--- src/rtl/imem_loader.sv ---
`default_nettype none
// ============================================================================
// Module      : imem_loader
// Description : Byte-stream boot loader. Assembles little-endian 32-bit words
//               from a valid/ready byte stream and writes them to consecutive
//               word-aligned instruction memory addresses starting at 0,
//               holding the core in stall until the whole program is in.
// Revision    : 1.0 - initial release
// ============================================================================
module imem_loader #(
  parameter int INSTRUCTION_SIZE = 32,
  parameter int MEM_DEPTH        = 256,
  parameter int LEN_WIDTH        = 16
) (
  input  logic                        clk,
  input  logic                        rst_n,
  input  logic                        load_start,
  input  logic [LEN_WIDTH-1:0]        load_len,
  input  logic                        byte_valid,
  input  logic [7:0]                  byte_data,
  output logic                        byte_ready,
  output logic                        imem_we,
  output logic [31:0]                 imem_addr,
  output logic [INSTRUCTION_SIZE-1:0] imem_wdata,
  output logic                        cpu_stall,
  output logic                        busy,
  output logic                        load_done,
  output logic                        load_err
);

  typedef enum logic [1:0] {
    S_IDLE  = 2'd0,
    S_RECV  = 2'd1,
    S_WRITE = 2'd2,
    S_DONE  = 2'd3
  } state_t;

  // One extra bit so a length of exactly MEM_DEPTH is representable.
  localparam logic [LEN_WIDTH:0] c_memDepth = (LEN_WIDTH+1)'(MEM_DEPTH);

  state_t                      r_state;
  state_t                      w_nextState;
  logic [LEN_WIDTH-1:0]        r_len;
  logic [LEN_WIDTH-1:0]        r_wordCnt;
  logic [1:0]                  r_byteCnt;
  logic [INSTRUCTION_SIZE-1:0] r_buffer;
  logic                        r_loadErr;

  logic w_lenTooBig;
  logic w_lenZero;
  logic w_accept;
  logic w_lastWord;

  assign w_lenTooBig = {1'b0, load_len} > c_memDepth;
  assign w_lenZero   = (load_len == '0);
  assign w_accept    = byte_valid && (r_state == S_RECV);
  assign w_lastWord  = ((r_wordCnt + LEN_WIDTH'(1)) == r_len);

  // Address and data come straight from registers; the length check keeps
  // r_wordCnt inside the memory so no wrap handling is needed.
  assign imem_addr  = 32'(r_wordCnt) << 2;
  assign imem_wdata = r_buffer;
  assign load_err   = r_loadErr;

  // State register.
  always_ff @(posedge clk or negedge rst_n) begin
    if (!rst_n) begin
      r_state <= S_IDLE;
    end else begin
      r_state <= w_nextState;
    end
  end

  // Next-state logic and state-decoded outputs.
  always_comb begin
    w_nextState = r_state;
    byte_ready  = 1'b0;
    imem_we     = 1'b0;
    cpu_stall   = 1'b0;
    busy        = 1'b0;
    load_done   = 1'b0;
    case (r_state)
      S_IDLE: begin
        if (load_start && !w_lenTooBig) begin
          w_nextState = w_lenZero ? S_DONE : S_RECV;
        end
      end
      S_RECV: begin
        byte_ready = 1'b1;
        cpu_stall  = 1'b1;
        busy       = 1'b1;
        if (w_accept && (r_byteCnt == 2'd3)) begin
          w_nextState = S_WRITE;
        end
      end
      S_WRITE: begin
        imem_we     = 1'b1;
        cpu_stall   = 1'b1;
        busy        = 1'b1;
        w_nextState = w_lastWord ? S_DONE : S_RECV;
      end
      S_DONE: begin
        load_done   = 1'b1;
        cpu_stall   = 1'b1;
        busy        = 1'b1;
        w_nextState = S_IDLE;
      end
      default: w_nextState = S_IDLE;
    endcase
  end

  // Length latch, word/byte counters, word buffer and sticky error flag.
  always_ff @(posedge clk or negedge rst_n) begin
    if (!rst_n) begin
      r_len     <= '0;
      r_wordCnt <= '0;
      r_byteCnt <= '0;
      r_buffer  <= '0;
      r_loadErr <= 1'b0;
    end else begin
      case (r_state)
        S_IDLE: begin
          if (load_start) begin
            if (w_lenTooBig) begin
              r_loadErr <= 1'b1;
            end else begin
              r_loadErr <= 1'b0;
              r_len     <= load_len;
              r_wordCnt <= '0;
              r_byteCnt <= '0;
            end
          end
        end
        S_RECV: begin
          if (w_accept) begin
            r_buffer[8*r_byteCnt +: 8] <= byte_data;
            r_byteCnt                  <= r_byteCnt + 2'd1;
          end
        end
        S_WRITE: begin
          r_wordCnt <= r_wordCnt + LEN_WIDTH'(1);
          r_byteCnt <= '0;
        end
        default: ;
      endcase
    end
  end

endmodule
`default_nettype wire
--- config.mk ---
export PLATFORM = sky130hd
export DESIGN_NAME = imem_loader
export DESIGN_NICKNAME = d
export VERILOG_FILES = /design/src/rtl/imem_loader.sv
export SDC_FILE = /design/constraint.sdc
export NUM_CORES = 1
export LEC_CHECK = 0
export CAP_MARGIN = 20
export CORE_MARGIN = 5
export CORE_UTILIZATION = 25
export CTS_BUF_LIST = sky130_fd_sc_hd__clkbuf_4 sky130_fd_sc_hd__clkbuf_8
export DETAILED_ROUTE_END_ITERATION = 8
export DONT_BUFFER_PORTS = 1
export PLACE_DENSITY = 0.38
export SYNTH_ARGS = -nofsm -noshare
export SYNTH_HDL_FRONTEND = slang
export SYNTH_SLANG_ARGS = --single-unit
--- constraint.sdc ---
create_clock -name clk -period 2.29 [get_ports clk]
set_clock_uncertainty 0.2 [all_clocks]
set_input_delay 0.229 -clock clk [delete_from_list [all_inputs] [get_ports clk]]
set_output_delay 0.229 -clock clk [all_outputs]
set_load 0.05 [all_outputs]
==> results.json <==
{
  "vdd_drop_max_mv": 0.2772,
  "dp_hpwl_um": 7238,
  "synthDistinctLibCells": 51,
  "end_kind": "flip-flop",
  "dp_cells": 552,
  "multiInputGateArea_um2": 1683,
  "synth_ff_type": "dfrtp_1",
  "rsz0062_at_grt": "false",
  "cts_buffers": 9,
  "drtPass1Iterations": 4,
  "grt.total_usage_pct": 12.54,
  "cp_cell_sequence": "ha_1 > buf_4 > and4_2 > a21oi_1 > o21ai_0 > o21a_1 > nor4_1 > a31o_1",
  "grt_first_pass_wirelength_um": 16370,
  "max_stage_delay_ns": 0.46,
  "vias": 2726,
  "synth_top_cell_by_area": "dfrtp_1",
  "n_antenna_cell": 0,
  "synthCells": 356,
  "cts_tree": "done",
  "antenna_found_initial": 0,
  "cp-start-kind": "flip-flop",
  "synth_top_area_share_pct": 48.34,
  "grt_max_degree": 70,
  "yosysWarnings": 0,
  "tns_ns": 0,
  "ant_nets": 0,
  "relSlewSlack_pct": 65.45,
  "htree_levels": 3,
  "setup_viol": 0,
  "start_util_pct": 25.64,
  "io_pins": 98,
  "period_share_pct": 91.22,
  "drcViolationCount": 0,
  "drv_cap": 0,
  "yosys-top-cells-area": "dfrtp_1 (48%), nand2_1 (5.8%), a22o_1 (4.7%)",
  "powerDensity_nw_per_um2": 960.6,
  "syn_area_um2": 3572,
  "ys_ff_latch": 69,
  "core_um2": 13930,
  "cp.arrival_ns": 2.18,
  "synthToLayoutAreaGrowth_pct": 23.19,
  "port_buffers": 0,
  "final_cell_mix": "dfrtp_1 (67), nand2_1 (55), buf_4 (34), o21ai_0 (30), dlygate4sd3_1 (20)",
  "p_total_mw": 4.227,
  "fmax_mhz": 478.7,
  "nNetsFinal": 439,
  "cp_slowest_cell": "dfrtp_2",
  "worstMarginPinSlew_ns": 0.5182,
  "final_common_cell": "dfrtp_1",
  "wl_um": 10090,
  "fin_cells": 590,
  "cp_max_fo": 6,
  "gp_congestion": 0.7186,
  "async_flop_share_pct": 100.0,
  "post_drt_wl_per_cell_um": 17.09,
  "final_hold_viol_count": 0,
  "die_w_um": 129.5,
  "dieArea_um2": 16780,
  "maxSlewViolCount": 0,
  "syn_area_per_cell_um2": 10.03,
  "regArea_um2": 1729,
  "drive_above_1_share_pct": 18.78,
  "cts_sinks": 69,
  "vias_per_cell": 4.620,
  "grt_pass1_vias": 2838,
  "fill_cells": 1430,
  "overflow": 0,
  "clk-insertion-delay-late_ns": 0.35,
  "status": "completed",
  "clock_path_buffers": 2,
  "crit_type": "flip-flop to flip-flop",
  "synth_edf_count": 0,
  "clkTransAtPathRegs_ns": 0.08,
  "worstHoldPathType": "input port to flip-flop",
  "die_h_um": 129.5,
  "required_ns": 2.38,
  "clockRootBuffer": "clkbuf_8",
  "synth_seq_area_share_pct": 48.34,
  "fin_crit_ns": 2.089,
  "drtIter0Drc": 133,
  "fp-row-count": 43,
  "p_leak_nw": 1.919
}
==> area by class of cell <==
| type | instances | area share, % |
|---|---|---|
| tap | 180 | 5.118 |
| inverter | 6 | 0.5971 |
| multi-input combinational | 263 | 38.24 |
| sequential | 69 | 39.29 |
| clock inverter | 5 | 1.877 |
| timing repair buffer | 56 | 11.43 |
| clock buffer | 11 | 3.440 |
==> layer usage <==
| layer | GRT usage [%] | part of all wire, % | vias up |
|---|---|---|---|
| met2 | 18.60 | 44 | 71 |
| met4 | 3.667 | 1.1 | 0 |
| met1 | 17.91 | 48 | 1326 |
| li1 | - | - | 1322 |
| met5 | 0 | 0 | - |
| met3 | 3.462 | 6.4 | 7 |
==> synthesized netlist by cell type, types with 3 or more instances <==
cell type	number
mux2i_1	3
xor2_1	11
o21ai_0	30
nor4_1	5
dfrtp_1	69
mux2_1	3
nand2_1	55
ha_1	6
buf_2	4
clkbuf_1	9
inv_1	6
nor2_1	18
mux2_2	7
nor3_1	5
and2_1	9
o21ai_1	8
buf_4	18
a31oi_1	4
a21oi_1	8
nand3_1	7
o31ai_1	3
a22o_1	19
xnor2_1	11
==> timing repair <==
item                       CTS  global route
buffers inserted             1             0
setup endpoints to repair    1             0
hold endpoints to repair   113             0
resized for setup            1             0
hold buffers                21             0
==> worst paths after layout <==
| check | from | end | slack, ns | cells after the start |
|---|---|---|---|---|
| max | r_wordCnt[0]$_DFFE_PN0P_ | r_state[1]$_DFFE_PN0P_ | 0.20 | 8 |
| min | load_len[6] | load_err$_DFFE_PN0P_ | 0.06 | 4 |
| max reg2reg | r_wordCnt[0]$_DFFE_PN0P_ | r_state[1]$_DFFE_PN0P_ | 0.20 | 8 |
| min reg2reg | r_len[14]$_DFFE_PN0P_ | r_len[14]$_DFFE_PN0P_ | 0.31 | 1 |
| max in group asynchronous | rst_n | r_wordCnt[0]$_DFFE_PN0P_ | 1.35 | 2 |
| min in group asynchronous | rst_n | imem_wdata[23]$_DFFE_PN0P_ | 0.21 | 2 |
==> worst max-delay path, delay by kind of cell, from the launching register on <==
family	cells	cell delay [ns]
AOI/OAI and AO/OA	4	0.52
adders and majority gates	1	0.25
buffers and inverters	1	0.17
DFF	1	0.46
and+or+nand+nor	2	0.45
==> state kept, by name, summed over array words and instances (netlist names) <==
name,count
r_byteCnt,2
r_wordCnt,16
r_state,2
load_err,1
r_len,16
imem_wdata,32
==> through the flow <==
stage,hold WS [ns],worst slack [ns],area (um^2),util (%)
global route,0.06711,0.04602,4400,31.58
finish,0.06008,0.2011,4400,31.58
detailed placement,-0.2647,0.1898,3928,28.19
CTS,0.04470,0.1397,4400,31.58
global placement,-0.2648,0.2308,3928,28.19
floorplan,-0.2666,0.01763,3633,-
==> report_power, final <==
part / total [mW] / internal [mW] / switching [mW]
registers: 1.84 / 1.37 / 0.471
clock network: 1.18 / 0.673 / 0.511
logic: 1.20 / 0.403 / 0.797
total: 4.23 / 2.45 / 1.78
==> cell families after synthesis <==
| family | synth area share (%) |
|---|---|
| AO/OA/AOI/OAI | 14.82 |
| XOR/XNOR | 5.394 |
| adder cells (fa/ha/maj) | 2.102 |
| buffers and inverters | 6.200 |
| flip-flops | 48.34 |
| multiplexers | 3.993 |
| other | 0.1050 |
| AND/OR/NAND/NOR | 19.05 |
Power figures use the tool's default switching activity.
